`src/rtl/motoro3_step_timer.sv`:
```
// Six-step commutation timer: counts each step period down, advances the step index, drives gate enables.
// Latency: LOAD one clock after run is sampled; each step lasts exactly P clocks; phases follow a registered index.
// Backpressure: none. Free-running timer; m3run=0 stops it at the next edge with the index held.
//
// Ports:
//   clk, nRst          - system clock (10 MHz), asynchronous active-low reset
//   m3cnt_reload1      - requested step period in clocks, sampled at LOAD and at each step boundary
//   m3run, m3dir       - run level; direction (0 = forward, 1 = reverse), used at step boundaries
//   m3step_idx         - current commutation step 0..5
//   m3step_pulse       - one-clock pulse in the cycle a new index first appears
//   m3phase_hi/_lo     - high/low side gate enables {W,V,U}, zero during dead time
//   m3cnt_now, m3busy  - live down-counter (debug), high while loading or running
module motoro3_step_timer #(
   parameter int CNT_W = 25,
   parameter int DEADT = 4
) (
   input  logic             clk,
   input  logic             nRst,
   input  logic [CNT_W-1:0] m3cnt_reload1,
   input  logic             m3run,
   input  logic             m3dir,
   output logic [2:0]       m3step_idx,
   output logic             m3step_pulse,
   output logic [2:0]       m3phase_hi,
   output logic [2:0]       m3phase_lo,
   output logic [CNT_W-1:0] m3cnt_now,
   output logic             m3busy
);

   localparam int               DT_W    = (DEADT < 1) ? 1 : $clog2(DEADT + 1);
   localparam logic [CNT_W-1:0] MIN_P   = CNT_W'(DEADT + 2);
   localparam logic [CNT_W-1:0] CNT_ONE = CNT_W'(1);
   localparam logic [DT_W-1:0]  DT_LOAD = DT_W'(DEADT);
   localparam logic [DT_W-1:0]  DT_ONE  = DT_W'(1);

   typedef enum logic [1:0] {
      ST_IDLE,
      ST_LOAD,
      ST_RUN
   } state_e;

   state_e           state_q, state_d;
   logic [2:0]       idx_q, idx_d;
   logic             pulse_q, pulse_d;
   logic [CNT_W-1:0] cnt_q, cnt_d;
   logic [CNT_W-1:0] per_q, per_d;
   logic [DT_W-1:0]  dt_q, dt_d;

   logic [CNT_W-1:0] p_eff;
   logic [2:0]       idx_next;
   logic [2:0]       tbl_hi, tbl_lo;

   // Short periods are clamped so every step keeps at least two active clocks after dead time.
   assign p_eff = (m3cnt_reload1 < MIN_P) ? MIN_P : m3cnt_reload1;

   assign idx_next = m3dir ? ((idx_q == 3'd0) ? 3'd5 : idx_q - 3'd1)
                           : ((idx_q == 3'd5) ? 3'd0 : idx_q + 3'd1);

   always_comb begin
      state_d = state_q;
      idx_d   = idx_q;
      pulse_d = 1'b0;
      cnt_d   = cnt_q;
      per_d   = per_q;
      dt_d    = dt_q;
      case (state_q)
         ST_IDLE: begin
            if (m3run) state_d = ST_LOAD;
         end
         ST_LOAD: begin
            if (!m3run) begin
               state_d = ST_IDLE;
               cnt_d   = '0;
               dt_d    = '0;
            end else begin
               state_d = ST_RUN;
               per_d   = p_eff;
               cnt_d   = p_eff - CNT_ONE;
               dt_d    = DT_LOAD;
            end
         end
         ST_RUN: begin
            if (!m3run) begin
               // Stop has priority over a coincident step boundary: no advance, no pulse.
               state_d = ST_IDLE;
               cnt_d   = '0;
               dt_d    = '0;
            end else if (cnt_q == '0) begin
               per_d   = p_eff;
               cnt_d   = p_eff - CNT_ONE;
               idx_d   = idx_next;
               pulse_d = 1'b1;
               dt_d    = DT_LOAD;
            end else begin
               cnt_d = cnt_q - CNT_ONE;
               if (dt_q != '0) dt_d = dt_q - DT_ONE;
            end
         end
         default: begin
            state_d = ST_IDLE;
         end
      endcase
   end

   always_ff @(posedge clk or negedge nRst) begin
      if (!nRst) begin
         state_q <= ST_IDLE;
         idx_q   <= 3'd0;
         pulse_q <= 1'b0;
         cnt_q   <= '0;
         per_q   <= '0;
         dt_q    <= '0;
      end else begin
         state_q <= state_d;
         idx_q   <= idx_d;
         pulse_q <= pulse_d;
         cnt_q   <= cnt_d;
         per_q   <= per_d;
         dt_q    <= dt_d;
      end
   end

   // Commutation table: one high side and one different low side per step.
   always_comb begin
      tbl_hi = 3'b000;
      tbl_lo = 3'b000;
      case (idx_q)
         3'd0: begin tbl_hi = 3'b001; tbl_lo = 3'b010; end
         3'd1: begin tbl_hi = 3'b001; tbl_lo = 3'b100; end
         3'd2: begin tbl_hi = 3'b010; tbl_lo = 3'b100; end
         3'd3: begin tbl_hi = 3'b010; tbl_lo = 3'b001; end
         3'd4: begin tbl_hi = 3'b100; tbl_lo = 3'b001; end
         3'd5: begin tbl_hi = 3'b100; tbl_lo = 3'b010; end
         default: begin tbl_hi = 3'b000; tbl_lo = 3'b000; end
      endcase
   end

   // Gating on RUN keeps LOAD and IDLE dark and makes reset/stop blank the gates immediately.
   assign m3phase_hi   = (state_q == ST_RUN && dt_q == '0) ? tbl_hi : 3'b000;
   assign m3phase_lo   = (state_q == ST_RUN && dt_q == '0) ? tbl_lo : 3'b000;
   assign m3step_idx   = idx_q;
   assign m3step_pulse = pulse_q;
   assign m3cnt_now    = cnt_q;
   assign m3busy       = (state_q == ST_LOAD) || (state_q == ST_RUN);

endmodule

```
`config.mk`:
```
export PLATFORM = sky130hd
export DESIGN_NAME = motoro3_step_timer
export DESIGN_NICKNAME = d
export VERILOG_FILES = /design/src/rtl/motoro3_step_timer.sv
export SDC_FILE = /design/constraint.sdc
export NUM_CORES = 1
export LEC_CHECK = 0
export ABC_AREA = 0
export CORE_UTILIZATION = 27
export DETAILED_ROUTE_END_ITERATION = 8
export SYNTH_ARGS = -nofsm -noshare
export SYNTH_HDL_FRONTEND = slang
export SYNTH_SLANG_ARGS = --single-unit
```
`constraint.sdc`:
```
create_clock -name clk -period 8.4 [get_ports clk]
set_input_delay 0.84 -clock clk [delete_from_list [all_inputs] [get_ports clk]]
set_output_delay 0.84 -clock clk [all_outputs]
set_load 0.01 [all_outputs]
```
== After elaboration in Yosys (flattened, before gate mapping) ==
Cells that the tools add are included.
Widths: inputs -> output; s select.

* Input bits: 29
* Output and inout port bits: 36
* Register bits after elaboration: 34
* Word-level logic and storage cells: 62

* Multiplexer cells: 24
* Reductions and logical operators: 17
* $lt $le $gt $ge: 1
* Equal/unequal tests: 10
* Add/sub/neg operators: 5

{| class="wikitable"
|+ Operators by type and width
! operator !! count
|-
| $mux 25 || 4
|-
| $pmux 25 s2 || 1
|-
| $sub 25x1->25 const B || 2
|-
| $mux 3 || 9
|-
| $logic_not 25->1 || 1
|-
| $lt 25x3->1 const B || 1
|-
| $pmux 3 s3 || 2
|-
| $reduce_or 2->1 || 6
|-
| $eq 3x2->1 const B || 2
|-
| $eq 3x3->1 const B || 2
|-
| $logic_not 3->1 || 2
|-
| $mux 2 || 3
|-
| $pmux 2 s3 || 1
|-
| $pmux 3 s2 || 1
|-
| $sub 3x1->3 const B || 2
|-
| $ne 2x2->1 const B || 2
|-
| $ne 4x4->1 const B || 1
|-
| $reduce_and 2->1 || 2
|-
| $add 3x1->3 const B || 1
|-
| $eq 3x1->1 const B || 1
|-
| $mux 1 || 3
|-
| $reduce_and 3->1 || 1
|-
| $reduce_bool 3->1 || 1
|-
| $eq 2x1->1 const B || 1
|-
| 5 further kinds || 5
|}

== Longest topological paths before layout ==
Gate-level depths: netlist of run 1.

* Depth after elaboration: 6
* Gate-level depth with buffers: 13
* Gate-level depth less buffers: 11

== Worst setup path after synthesis of run 1 ==
No wires, ideal clock.

* Kind: in2reg
* From: input m3cnt_reload1[15]
* To: register cnt_q[20] (netlist: m3cnt_now[20])
* Stages: 12
* Required time: 8274 ps
* Data arrival time: 4583 ps
* Setup slack: 3691 ps
* Path buffers: 1
* Setup time: 126 ps
* Cells stage by stage: or4_1 -> a2111oi_4 -> and3_1 -> clkbuf_1 -> nand2b_1 -> ha_1 -> or3b_2 -> or3_1 -> a2111oi_0 -> xnor2_1 -> a211oi_1 -> a221o_1

* Cells in the longest elaborated chain, start to end: 6
* Elaborated cells on any way between the ends: 7
* Those cells by class: add/sub (1); order compare (1); mux (5)

{| class="wikitable"
|+ RTL lines
! item !! line !! RTL
|-
| from (decl) || 19 || <nowiki>input logic [CNT_W-1:0] m3cnt_reload1,</nowiki>
|-
| $lt 25x3->1 || 54 || <nowiki>assign p_eff = (m3cnt_reload1 < MIN_P) ? MIN_P : m3cnt_reload1;</nowiki>
|-
| $mux 25 (*) || 54 ||
|-
| $sub 25x1->25 (*) || 78, 90 ||
|-
| $mux 25 || 88 || <nowiki>end else if (cnt_q == '0) begin</nowiki>
|-
| $mux 25 || 83 || <nowiki>if (!m3run) begin</nowiki>
|-
| $pmux 25 s2 (*) || 66 || <nowiki>case (state_q)</nowiki>
|-
| to (signal assigned) || 117 || <nowiki>cnt_q <= cnt_d;</nowiki>
|-
| to (decl) || 45 || <nowiki>logic [CNT_W-1:0] cnt_q, cnt_d;</nowiki>
|}

Mark *: on every way between the ends. The rest lies on a longest branch, timed or not.
A chain may end at the register's enable or synchronous reset.

== Worst setup path in the final report of run 1 ==
* From: input m3cnt_reload1[13]
* To: register cnt_q[20] (netlist: m3cnt_now[20])

Same word-level chain as after synthesis.

==> impl_results.md, run 1 <==
- GPL Wtd Cong: 0.900
- Worst-Margin Slew: 0.920 ns
- Htree depth: 2
- Setup Skew: 0.0145 ns
- Mapped Cells: 345
- Initial antenna violation count: 0
- Core area: 10,400 sq um
- Routed via count: 2,919
- Drt first pass iters: 4
- WS Path Type: input pin to flip-flop
- P_leak: 1.34 nW
- Clock sink count: 34
- Max Freq: 192 MHz
- Worst Slack Setup Final: 3.20 ns
- Largest net degree at the start of global routing: 35
- Post-synth EDFFs: 0
- Syn_area_per_cell: 8.38 sq um
- Grt ovf: 0
- Root Buffer: clkbuf_8
- Critical Path End Type: flip-flop
- Fin util: 0.359
- Antenna viol nets, final: 0
- Drc violations: 0
- Fin Setup TNS: 0 ns
- Worst vdd ir: 0.0778 mV
- Setup WS pre-CTS: 2.94 ns
- Post-placement cell area: 3610 sq um
- Post-CTS setup buffers: 0
- Total GRT Usage: 0.160
- RSZ-0062 raised after global routing: no
- Post-Syn Area: 2890 sq um
- DRT iter0 DRCs: 238
- Startpoint Class: input pin
- Asr flop ratio synth: 1.00
- Cell variety after synth: 66
- Syn nets: 384
- Final hold viol count: 0
- Primary FF master, synth: dfrtp_1
- Post-layout instance area: 3720 sq um
- Chip width: 106 um
- YS warnings: 0
- Fillers: 1,091
- Drt total wl: 8590 um
- Sequential area share after synthesis: 0.294
- Vert. Die Dim: 106 um
- PortBufs: 64
- Initial Utilization: 0.279
- Final Slew Violations: 0
- Critical Path Fanout Max: 10
- Final Critical Period: 5.20 ns
- Total power: 1.05 mW
- Endpoints failing setup: 0
- # rows: 37
- Post_cts resized: 0
- Worst relative slew slack: 0.384
- ANT cells: 0
- Area growth syn-to-layout: 28.6%
- Vias in the first global route: 2,791
- Worst-path clk slew: 0.07 ns
- Die area: 11,100 sq um
- Share of post-route cells with drive strength above 1: 0.0800
- Worst min path class: flip-flop to flip-flop
- DR WL/cell: 16.0 um
- First-pass GRT wire length: 14,200 um
- Status: complete, no violations
- Required @ worst endpoint: 8.57 ns
- CP arrival: 5.37 ns
- CTS tree: yes
- # IOs: 65
- MaxCap Viol Count: 0
- Max clock buf depth: 2
- P per Cell Area: 283 nW/um^2
- Fin nets: 438
- Period utilization: 0.619
- Clock buffer count from CTS: 5
- Vias per cell: 5.45
- Yosys reg bits: 34
- Post-DP HPWL: 6470 um
- Post-CTS Hold Buffers: 0
- Clk Latency, worst-skew pair: 0.29 ns
## critical path, stage by stage
cell,delay [ns]
clkdlybuf4s50_1,0.47
or4_1,0.65
a2111oi_4,0.63
and3_1,0.43
nand2b_1,0.18
ha_1,0.18
or3b_2,0.51
or3_1,0.41
a2111oi_0,0.55
xnor2_1,0.19
a211oi_1,0.07
a221o_1,0.28
## kinds of logic (layout without fill, tap and decap cells)
kind of cell / after synthesis / count (layout) / synth area share
AND/OR/NAND/NOR: 136 / 136 / 0.260
AO/OA/AOI/OAI: 106 / 106 / 0.263
flip-flops: 34 / 34 / 0.294
buffers and inverters: 32 / 87 / 0.0549
XOR/XNOR: 24 / 24 / 0.0727
adder cells (fa/ha/maj): 10 / 10 / 0.0433
multiplexers: 3 / 3 / 0.0112
## where the power goes
group,switching (mW),internal (mW)
logic,0.340,0.265
registers,0.0771,0.220
clock network,0.0642,0.0874
## synthesized netlist by cell type (5+ instances only)
master     n  share of area
or3_1      5          0.011
xor2_1    13          0.039
o21ai_1   23          0.040
nor3_1    18          0.031
a211oi_1   7          0.018
a21oi_1   15          0.026
inv_1     10          0.013
nor2_1    35          0.045
or4_1     12          0.031
xnor2_1   11          0.033
ha_1      10          0.043
nor4_1    11          0.024
dfrtp_1   34           0.29
o21ai_0   13          0.022
clkbuf_1  10          0.013
a22oi_1    6          0.016
nand2_1   23          0.030
or2_2      5          0.011
## sequential cells by signal (all words and copies together), names as in the netlist
signal	cells
m3step_idx	3
m3step_pulse	1
state_q	2
m3cnt_now	25
dt_q	3
## cell type report
| cell class | instances | area, sq um | area share |
|---|---|---|---|
| clock inverters | 3 | 40.0 | 0.0108 |
| well taps | 136 | 170 | 0.0457 |
| clock buffers | 5 | 68.8 | 0.0185 |
| inverters | 12 | 45.0 | 0.0121 |
| multi-input cells | 279 | 1880 | 0.506 |
| repair buffers | 67 | 663 | 0.178 |
| flip-flops and latches | 34 | 851 | 0.229 |
## path summary, 6_finish.rpt
kind | from | end | slack, ns | cells past startpoint
worst max-delay path | m3cnt_reload1[13] | m3cnt_now[20] | 3.20 | 12
worst min-delay path | dt_q[0] | dt_q[0] | 0.48 | 1
worst max register to register | m3cnt_now[0] | m3cnt_now[3] | 4.78 | 9
worst min register to register | dt_q[0] | dt_q[0] | 0.48 | 1
max in group asynchronous | nRst | m3step_pulse | 7.10 | 2
min in group asynchronous | nRst | m3cnt_now[9] | 0.97 | 2
## routing by layer
| layer | part of all wire | wire length [um] | global-route usage | vias to the layer above |
|---|---|---|---|---|
| li1 | - | - | - | 1412 |
| met1 | 0.47 | 4010 | 0.216 | 1379 |
| met2 | 0.46 | 3940 | 0.257 | 115 |
| met3 | 0.057 | 487 | 0.0254 | 13 |
| met4 | 0.018 | 155 | 0.0575 | 0 |
| met5 | 0 | 0 | 0 | - |
## stage by stage
| stage | std cells | hold WS, ns |
|---|---|---|
| after detailed placement | 528 | 0.476 |
| after global routing | 536 | 0.507 |
| after global placement | 528 | 0.466 |
| after CTS | 536 | 0.488 |
| after floorplan | 345 | 0.444 |
| final | 536 | 0.484 |
## layout by cell type, fill, tap and decap left out, drive strengths merged, types with 13 or more instances in the layout
master	instances
o21ai	36
dfrtp	34
xor2	13
or4	14
a21oi	16
nor2	35
clkdlybuf4s50	64
nor3	18
nand2	24
nor4	14
(Power assumes the default switching activity.)
==> inputs of run 2 (changes only) <==
Clock period 8.4 ns to 4.8 ns, I/O delays scaled along.
==> run 2 against run 1 <==
Compared with the run above: hold slack got worse by 0.0036 ns; final area rose by 1.2%; cell count rose by 1.1%; non-clock buffer count rose by 6; die area did not move; sequential share of layout area fell by 0.28 points; clock power rose by 75%; register-to-register slack got worse by 3.7 ns; combinational power rose by 77%; via count rose by 2.0%; wire length rose by 1.9%; global-route usage barely moved; critical endpoint unchanged.
==> impl_results.md, run 2 (synthesis results as in run 1) <==
- Status: complete, no violations
- Crit-path max cell delay: 0.64 ns (about the same)
- CP Cell Sequence: clkdlybuf4s50_1 > or4_1 > a2111oi_4 > and3_1 > nand2b_1 > ha_1 > or3b_2 > or3_1 > a2111oi_0 > xnor2_1 > a211oi_1 > a221o_1
- PortBufs: 64 (unchanged)
- FF-to-FF setup slack: 1.13 ns (-3.65 ns)
- Min-delay src: dt_q[0]
- MaxCap Viol Count: 0 (unchanged)
- Antenna viol nets, final: 0 (unchanged)
- ANT cells: 0 (unchanged)
- Initial Utilization: 0.279 (unchanged)
- WS Path Type: input pin to flip-flop
- Core area: 10,400 sq um (unchanged)
- P_leak: 1.36 nW (+1.8%)
- R2r endpoint: m3cnt_now[11]
- Worst vdd ir: 0.190 mV (+140%)
- Hold worst-path end: dt_q[0]
- Drt total wl: 8750 um (+1.9%)
- Root Buffer: clkbuf_8
- CTS tree: yes
- Total GRT Usage: 0.160 (+0.000264)
- Critical Path Fanout Max: 5 (-5)
- CP delay by family, top: simple AND/OR/NAND/NOR gates
- Hold Path Depth: 1 (unchanged)
- Post-placement cell area: 3660 sq um (+1.2%)
- Clk Latency, worst-skew pair: 0.29 ns (about the same)
- Max Freq: 231 MHz
- Final Slew Violations: 0 (unchanged)
- Htree depth: 2 (unchanged)
- Vias per cell: 5.49 (+0.89%)
- Clock buffer count from CTS: 5 (unchanged)
- P per Cell Area: 492 nW/um^2 (+74%)
- Setup WS pre-CTS: 0.194 ns (-2.75 ns)
- Post-layout instance area: 3770 sq um (+1.2%)
- Vert. Die Dim: 106 um (unchanged)
- Share of post-route cells with drive strength above 1: 0.0911 (+0.0111)
- Endpoints failing setup: 0 (unchanged)
- # IOs: 65 (unchanged)
- Worst min path class: flip-flop to flip-flop
- Setup Skew: 0.0147 ns (+0.000168 ns)
- Die area: 11,100 sq um (unchanged)
- Fin Setup TNS: 0 ns (unchanged)
- Routed via count: 2,978 (+2.0%)
- Final std cells w/o fill: 542 (+1.1%)
- Vias in the first global route: 2,817 (+0.93%)
- Dpl cells: 534 (+1.1%)
- Chip width: 106 um (unchanged)
- First-pass GRT wire length: 14,400 um (+1.2%)
- Met1 usage: 0.219 (+0.00306)
- Worst relative slew slack: 0.389 (+0.00424)
- Largest net degree at the start of global routing: 35 (unchanged)
- R2R Path Start: m3cnt_now[0]
- # rows: 37 (unchanged)
- Grt ovf: 0 (unchanged)
- Required @ worst endpoint: 4.99 ns (-3.58 ns)
- Worst hold slack: 0.480 ns (-0.00360 ns)
- Final Critical Period: 4.33 ns
- Fin nets: 444 (+1.4%)
- Fin util: 0.363 (+0.00446)
- Post-CTS setup buffers: 0 (unchanged)
- Commonest cells after routing, fill and taps aside: 64 x clkdlybuf4s50_1, 35 x nor2_1, 34 x dfrtp_1
- Final hold viol count: 0 (unchanged)
- CP max stage cell: or4_1
- Total power: 1.85 mW (+76%)
- Post_cts resized: 0 (unchanged)
- Clock sink count: 34 (unchanged)
- Max clock buf depth: 2 (unchanged)
- Post-CTS Hold Buffers: 0 (unchanged)
- Critical Path End Type: flip-flop
- DRT iter0 DRCs: 328 (+38%)
- Max reg flops: 25 (unchanged)
- Worst Slack Setup Final: 0.472 ns (-2.73 ns)
- Drt first pass iters: 5 (+1)
- Commonest non-fill, non-tap cell in the layout: clkdlybuf4s50_1
- RSZ-0062 raised after global routing: no
- Buf/Inv on CP: 1 (unchanged)
- Worst-Margin Slew: 0.914 ns (-0.00633 ns)
- Post-DP HPWL: 6600 um (+2.1%)
- Startpoint Class: input pin
- Drc violations: 0 (unchanged)
- Global routing usage on met2: 0.257 (unchanged)
- Worst-path clk slew: 0.08 ns (about the same)
- DR WL/cell: 16.1 um (+0.72%)
- R2R cell count: 7 (-2)
- Period utilization: 0.902
- Area growth syn-to-layout: 30.2%
- GR peak layer: met2
- GPL Wtd Cong: 0.919 (+2.1%)
- Initial antenna violation count: 0 (unchanged)
- CP arrival: 4.51 ns (-0.86 ns)
- GRT met3 Usage: 0.0241 (-0.00124)
[run 2: worst max path at each step]
stage,startpoint,endpoint,slack [ns],cells past startpoint
floorplan,m3cnt_reload1[15],m3cnt_now[20],0.45,12
global placement,m3cnt_reload1[13],m3cnt_now[20],0.23,12
detailed placement,m3cnt_reload1[13],m3cnt_now[20],0.19,12
CTS,m3cnt_reload1[13],m3cnt_now[20],0.50,12
global route,m3cnt_reload1[13],m3cnt_now[20],0.24,12
finish,m3cnt_reload1[13],m3cnt_now[20],0.47,12
[run 2: cell type report]
type	count	area, sq um
repair buffers	73	708
clock inverters	2	37.5
inverters	12	45.0
fillers	1091	6600
multi-input cells	279	1880
flip-flops and latches	34	851
clock buffers	6	72.6
well taps	136	170
[run 2: power breakdown]
part           switching (mW)  internal [mW]  total (mW)
clock network           0.111          0.155       0.266
registers               0.132          0.386       0.518
logic                   0.596          0.474        1.07
total                   0.839           1.01        1.85
[run 2: metal layers]
layer,part of all wire,routed length [um]
met5,0,0
met1,0.45,3980
met3,0.063,548
met4,0.015,131
met2,0.47,4090
